## src/rtl/sequenciador_pilha.sv

```systemverilog
// Stack sequencer: arbitrates UC/ULA access to the 16-bit data stack and sequences
// push, pop and two-operand ALU operations with overflow/underflow/timeout checks.
module sequenciador_pilha #(
    parameter int unsigned PROF    = 16,
    parameter int unsigned TIMEOUT = 64
) (
    input  logic        clk,
    input  logic        rst,
    input  logic        uc_push_req,
    input  logic        uc_pop_req,
    input  logic        uc_op_req,
    output logic        uc_ack,
    output logic        uc_erro,
    output logic [15:0] uc_dado,
    output logic        pilha_push,
    output logic        pilha_pop,
    output logic        controle_pilha,
    input  logic [15:0] pilha_dout,
    input  logic [15:0] pilha_tos,
    output logic [15:0] ula_a,
    output logic [15:0] ula_b,
    output logic        ula_start,
    input  logic        ula_done,
    output logic        ocupado,
    output logic        erro_under,
    output logic        erro_over,
    output logic        erro_ula
);

    localparam logic [3:0] OCIOSO     = 4'd0;
    localparam logic [3:0] PUSH_UC    = 4'd1;
    localparam logic [3:0] POP_UC     = 4'd2;
    localparam logic [3:0] CAP_UC     = 4'd3;
    localparam logic [3:0] POP_B      = 4'd4;
    localparam logic [3:0] CAP_B      = 4'd5;
    localparam logic [3:0] POP_A      = 4'd6;
    localparam logic [3:0] CAP_A      = 4'd7;
    localparam logic [3:0] EXEC       = 4'd8;
    localparam logic [3:0] ESPERA_ULA = 4'd9;
    localparam logic [3:0] PUSH_R     = 4'd10;

    localparam logic [7:0]  CNT_ULTIMO = 8'(TIMEOUT - 1);
    localparam logic [15:0] TOS_CHEIO  = 16'(PROF);

    logic [3:0] state_q, state_d;
    logic [7:0] cnt_q, cnt_d;
    logic       erro_q, erro_d;
    logic       set_under, set_over, set_ula;

    always_comb begin
        state_d   = state_q;
        cnt_d     = cnt_q;
        erro_d    = 1'b0;
        set_under = 1'b0;
        set_over  = 1'b0;
        set_ula   = 1'b0;
        case (state_q)
            OCIOSO: begin
                // Rejects stay in OCIOSO; the ack/erro pulse comes from erro_q next cycle.
                if (uc_op_req) begin
                    if (pilha_tos < 16'd2) begin
                        erro_d    = 1'b1;
                        set_under = 1'b1;
                    end else begin
                        state_d = POP_B;
                    end
                end else if (uc_pop_req) begin
                    if (pilha_tos == 16'd0) begin
                        erro_d    = 1'b1;
                        set_under = 1'b1;
                    end else begin
                        state_d = POP_UC;
                    end
                end else if (uc_push_req) begin
                    if (pilha_tos >= TOS_CHEIO) begin
                        erro_d   = 1'b1;
                        set_over = 1'b1;
                    end else begin
                        state_d = PUSH_UC;
                    end
                end
            end
            PUSH_UC: state_d = OCIOSO;
            POP_UC:  state_d = CAP_UC;
            CAP_UC:  state_d = OCIOSO;
            POP_B:   state_d = CAP_B;
            CAP_B:   state_d = POP_A;
            POP_A:   state_d = CAP_A;
            CAP_A:   state_d = EXEC;
            EXEC: begin
                cnt_d   = 8'd0;
                state_d = ESPERA_ULA;
            end
            ESPERA_ULA: begin
                if (ula_done) begin
                    state_d = PUSH_R;
                end else if (cnt_q == CNT_ULTIMO) begin
                    // Operands already popped are dropped; nothing is pushed back.
                    state_d = OCIOSO;
                    erro_d  = 1'b1;
                    set_ula = 1'b1;
                end else begin
                    cnt_d = cnt_q + 8'd1;
                end
            end
            PUSH_R:  state_d = OCIOSO;
            default: state_d = OCIOSO;
        endcase
    end

    always_ff @(posedge clk) begin
        if (rst) begin
            state_q    <= OCIOSO;
            cnt_q      <= 8'd0;
            erro_q     <= 1'b0;
            erro_under <= 1'b0;
            erro_over  <= 1'b0;
            erro_ula   <= 1'b0;
            uc_dado    <= 16'd0;
            ula_a      <= 16'd0;
            ula_b      <= 16'd0;
        end else begin
            state_q <= state_d;
            cnt_q   <= cnt_d;
            erro_q  <= erro_d;
            if (set_under) erro_under <= 1'b1;
            if (set_over)  erro_over  <= 1'b1;
            if (set_ula)   erro_ula   <= 1'b1;
            if (state_q == CAP_UC) uc_dado <= pilha_dout;
            if (state_q == CAP_B)  ula_b   <= pilha_dout;
            if (state_q == CAP_A)  ula_a   <= pilha_dout;
        end
    end

    always_comb begin
        pilha_push     = (state_q == PUSH_UC) || (state_q == PUSH_R);
        pilha_pop      = (state_q == POP_UC) || (state_q == POP_B) || (state_q == POP_A);
        controle_pilha = (state_q == PUSH_R);
        ula_start      = (state_q == EXEC);
        ocupado        = (state_q != OCIOSO);
        uc_ack         = (state_q == PUSH_UC) || (state_q == CAP_UC) || (state_q == PUSH_R)
                         || erro_q;
        uc_erro        = erro_q;
    end

endmodule

```

## config.mk

```make
export PLATFORM = sky130hd
export DESIGN_NAME = sequenciador_pilha
export DESIGN_NICKNAME = d
export VERILOG_FILES = /design/src/rtl/sequenciador_pilha.sv
export SDC_FILE = /design/constraint.sdc
export NUM_CORES = 1
export LEC_CHECK = 0
export ABC_CLOCK_PERIOD_IN_PS = 2200
export BUFFER_PORTS_ARGS = -buffer_cell sky130_fd_sc_hd__buf_4
export CAP_MARGIN = 20
export CORE_UTILIZATION = 49
export DETAILED_ROUTE_END_ITERATION = 8
export MAX_ROUTING_LAYER = met4
export PLACE_DENSITY = 0.86
export REMOVE_ABC_BUFFERS = 1
export SYNTH_ARGS = -nofsm -noshare
export SYNTH_HDL_FRONTEND = slang
export SYNTH_SLANG_ARGS = --single-unit
```

## constraint.sdc

```tcl
create_clock -name clk -period 2.2 [get_ports clk]
set_clock_uncertainty 0.2 [all_clocks]
set_input_delay 0.22 -clock clk [delete_from_list [all_inputs] [get_ports clk]]
set_output_delay 0.22 -clock clk [all_outputs]
set_load 0.01 [all_outputs]
```

==> results.toml <==
[final_layout]
multi_input_area_um2 = 1260
fin_nets = 479
final_area_um2 = 3780
layout_common_cells = "nand2_1, buf_4, dfxtp_1, a21oi_1, dlygate4sd3_1"
mostFrequentLayoutCell = "nand2_1"
antenna_cells = 0
fill_cells = 398
layout-drive-gt1-share = 0.288
seqCellArea_um2 = 1280
areaGrowthSynthToFinish_pct = 43.3

[detailed_routing]
drt_pass1_iterations = 4
vias = 2719
wl_per_cell_um = 13.8
ant_nets = 0
via_per_inst = 5.28
drc = 0
drt-total-wl_um = 7120
drt_iter0_drc = 191

[placed_design]
placed_area_um2 = 3400
dpl.hpwl_um = 4640
io_buffers = 95
gp_congestion = 0.927

[pwr]
power.internal_w = 0.00204
p_sw_frac = 0.248
switching_power_w = 0.000675
ir_worst_vdd_mv = 0.411
seqPwrFrac = 0.452
power_density_nw_per_um2 = 718
p_leak_nw = 1.53
pwr-share-clk = 0.413
combPwrFrac = 0.135

[logic_synthesis]
synth_cells = 334
synth_edf_count = 0
synth_seq_area_share = 0.486
netlist_area_um2 = 2640
synth_ff_type = "dfxtp_1"
synth.avg_cell_area_um2 = 7.90
postSynth.asyncResetShare = 0
synth_seq_cells = 64
synth_cell_types = 40
synth_warnings = 0

[global_routing]
grt_overflow = 0
grt_max_degree = 67
grt_pass1_vias = 2369
grt_usage = 0.270
grt_pass1_wl_um = 11100
antenna_found_initial = 0

[critical_path]
r2r_slack_ps = 290
start_kind = "register"
required_ps = 1780
cp-end-kind = "output port"
worstPathArrival_ps = 1670
path_max_fanout = 10
criticalPathCategory = "reg -> out"

[cts]
clk_pin_slew_ps = 70
clk_latency_ps = 340
clkSinkCount = 64
postCtsSetupRepairBufs = 0
cts_tree = "done"
cts_buffers = 9
htreeDepth = 3
cts_root_buf = "clkbuf_8"
clk_path_buf_depth = 2

[die]
dieArea_um2 = 5680
start_util = 0.513
die_x_um = 75.4
chipHeight_um = 75.4
core_um2 = 5140
num_rows = 26
io-pin-count = 96

[timing]
relSlewSlack = 0.565
fin_crit_ps = 2090
finalSetupViolations = 0
period_share = 0.948
max_freq_mhz = 479
slew_viol_final = 0
worst_pin_slew_ps = 652
rsz0062_at_grt = "false"
fin_tns_setup_ps = 0
hold_violations = 0

[run_status]
status = "finished clean"

[hold_path]
min_path_type = "in -> reg"

[run]
maxCapViolCount = 0
[routing by layer]
metal | global-route usage | part of all wire
met3 | 0.0556 | 0.059
met5 | - | 0
met4 | 0.117 | 0.012
met2 | 0.444 | 0.50
met1 | 0.320 | 0.43
[logic make-up (layout without fill, tap and decap cells)]
logic type,after synthesis,count (layout),synth area share
mux,8,8,0.0308
buf+inv,26,137,0.0394
simple gates,161,161,0.286
compound gates,74,74,0.153
flops,64,64,0.486
fa+ha+maj,1,1,0.00474
[cell usage after synthesis (2+ instances only)]
cell      number  area, µm²
buf_2          5       25.0
dfxtp_1       64       1280
nor2_1         9       33.8
clkbuf_1      15       56.3
nand3_1        2       10.0
nand3b_1       2       15.0
a31oi_1        2       12.5
or3_1          8       50.1
a21oi_1       61        305
inv_1          4       15.0
and3_1         3       18.8
nand4_1        5       31.3
nor3_1         2       10.0
o21ai_0        2       10.0
nor4_1         5       31.3
mux2i_1        7       70.1
nand2_1      105        394
or2_2          2       12.5
nand2b_1       7       43.8
buf_1          2       7.51
nor2b_1        3       18.8
[worst paths after layout]
| path | from | end | depth (start not counted) |
|---|---|---|---|
| worst max-delay path | state_q[1] | uc_ack | 5 |
| worst min-delay path | uc_push_req | erro_over | 3 |
| worst min register to register | erro_over | erro_over | 2 |
| worst max register to register | cnt_q[0] | state_q[0] | 5 |
[metrics by stage]
step	power, W	utilization	cells	hold WS [ps]	setup slack [ps]
4_1_cts	0.00272	0.735	515	10.5	68.0
5_1_grt	0.00282	0.736	515	40.9	16.6
2_1_floorplan	0.00140	-	312	89.1	201
3_5_place_dp	0.00159	0.661	483	246	316
3_3_place_gp	0.00158	0.661	483	240	396
6_report	0.00272	0.736	515	15.8	113
[cell type report]
type	instances	area share
clock buffers	11	0.0374
clock inverters	5	0.0212
flip-flops and latches	64	0.339
well taps	70	0.0232
inverters	4	0.00397
multi-input cells	244	0.332
repair buffers	117	0.243
[worst max-delay path, stage by stage, from the launching register on]
cell and delay [ps]:
dfxtp_2 430, nand2b_2 190, mux2_2 150, nor2_1 50
or3_1 360, buf_4 150
[flip-flops by register name, indices dropped and copies added (netlist names)]
register,cells
uc_dado,16
erro_under,1
uc_erro,1
erro_ula,1
ula_a,16
erro_over,1
ula_b,16
state_q,4
cnt_q,8
[repair_timing]
item	4_1_cts	5_1_grt
gates resized for setup	1	2
pin swaps	0	0
endpoints found under the setup margin	1	1
hold endpoints to repair	48	0
hold buffers	16	0
[power groups by stage]
stage	clock network (W)	logic (W)	registers, W
after floorplan	0	0.000138	0.00126
after global placement	0	0.000330	0.00125
after detailed placement	0	0.000339	0.00125
after CTS	0.00113	0.000363	0.00123
after global routing	0.00119	0.000401	0.00123
final	0.00112	0.000366	0.00123
Note: power is estimated with default switching activity, not from simulation.
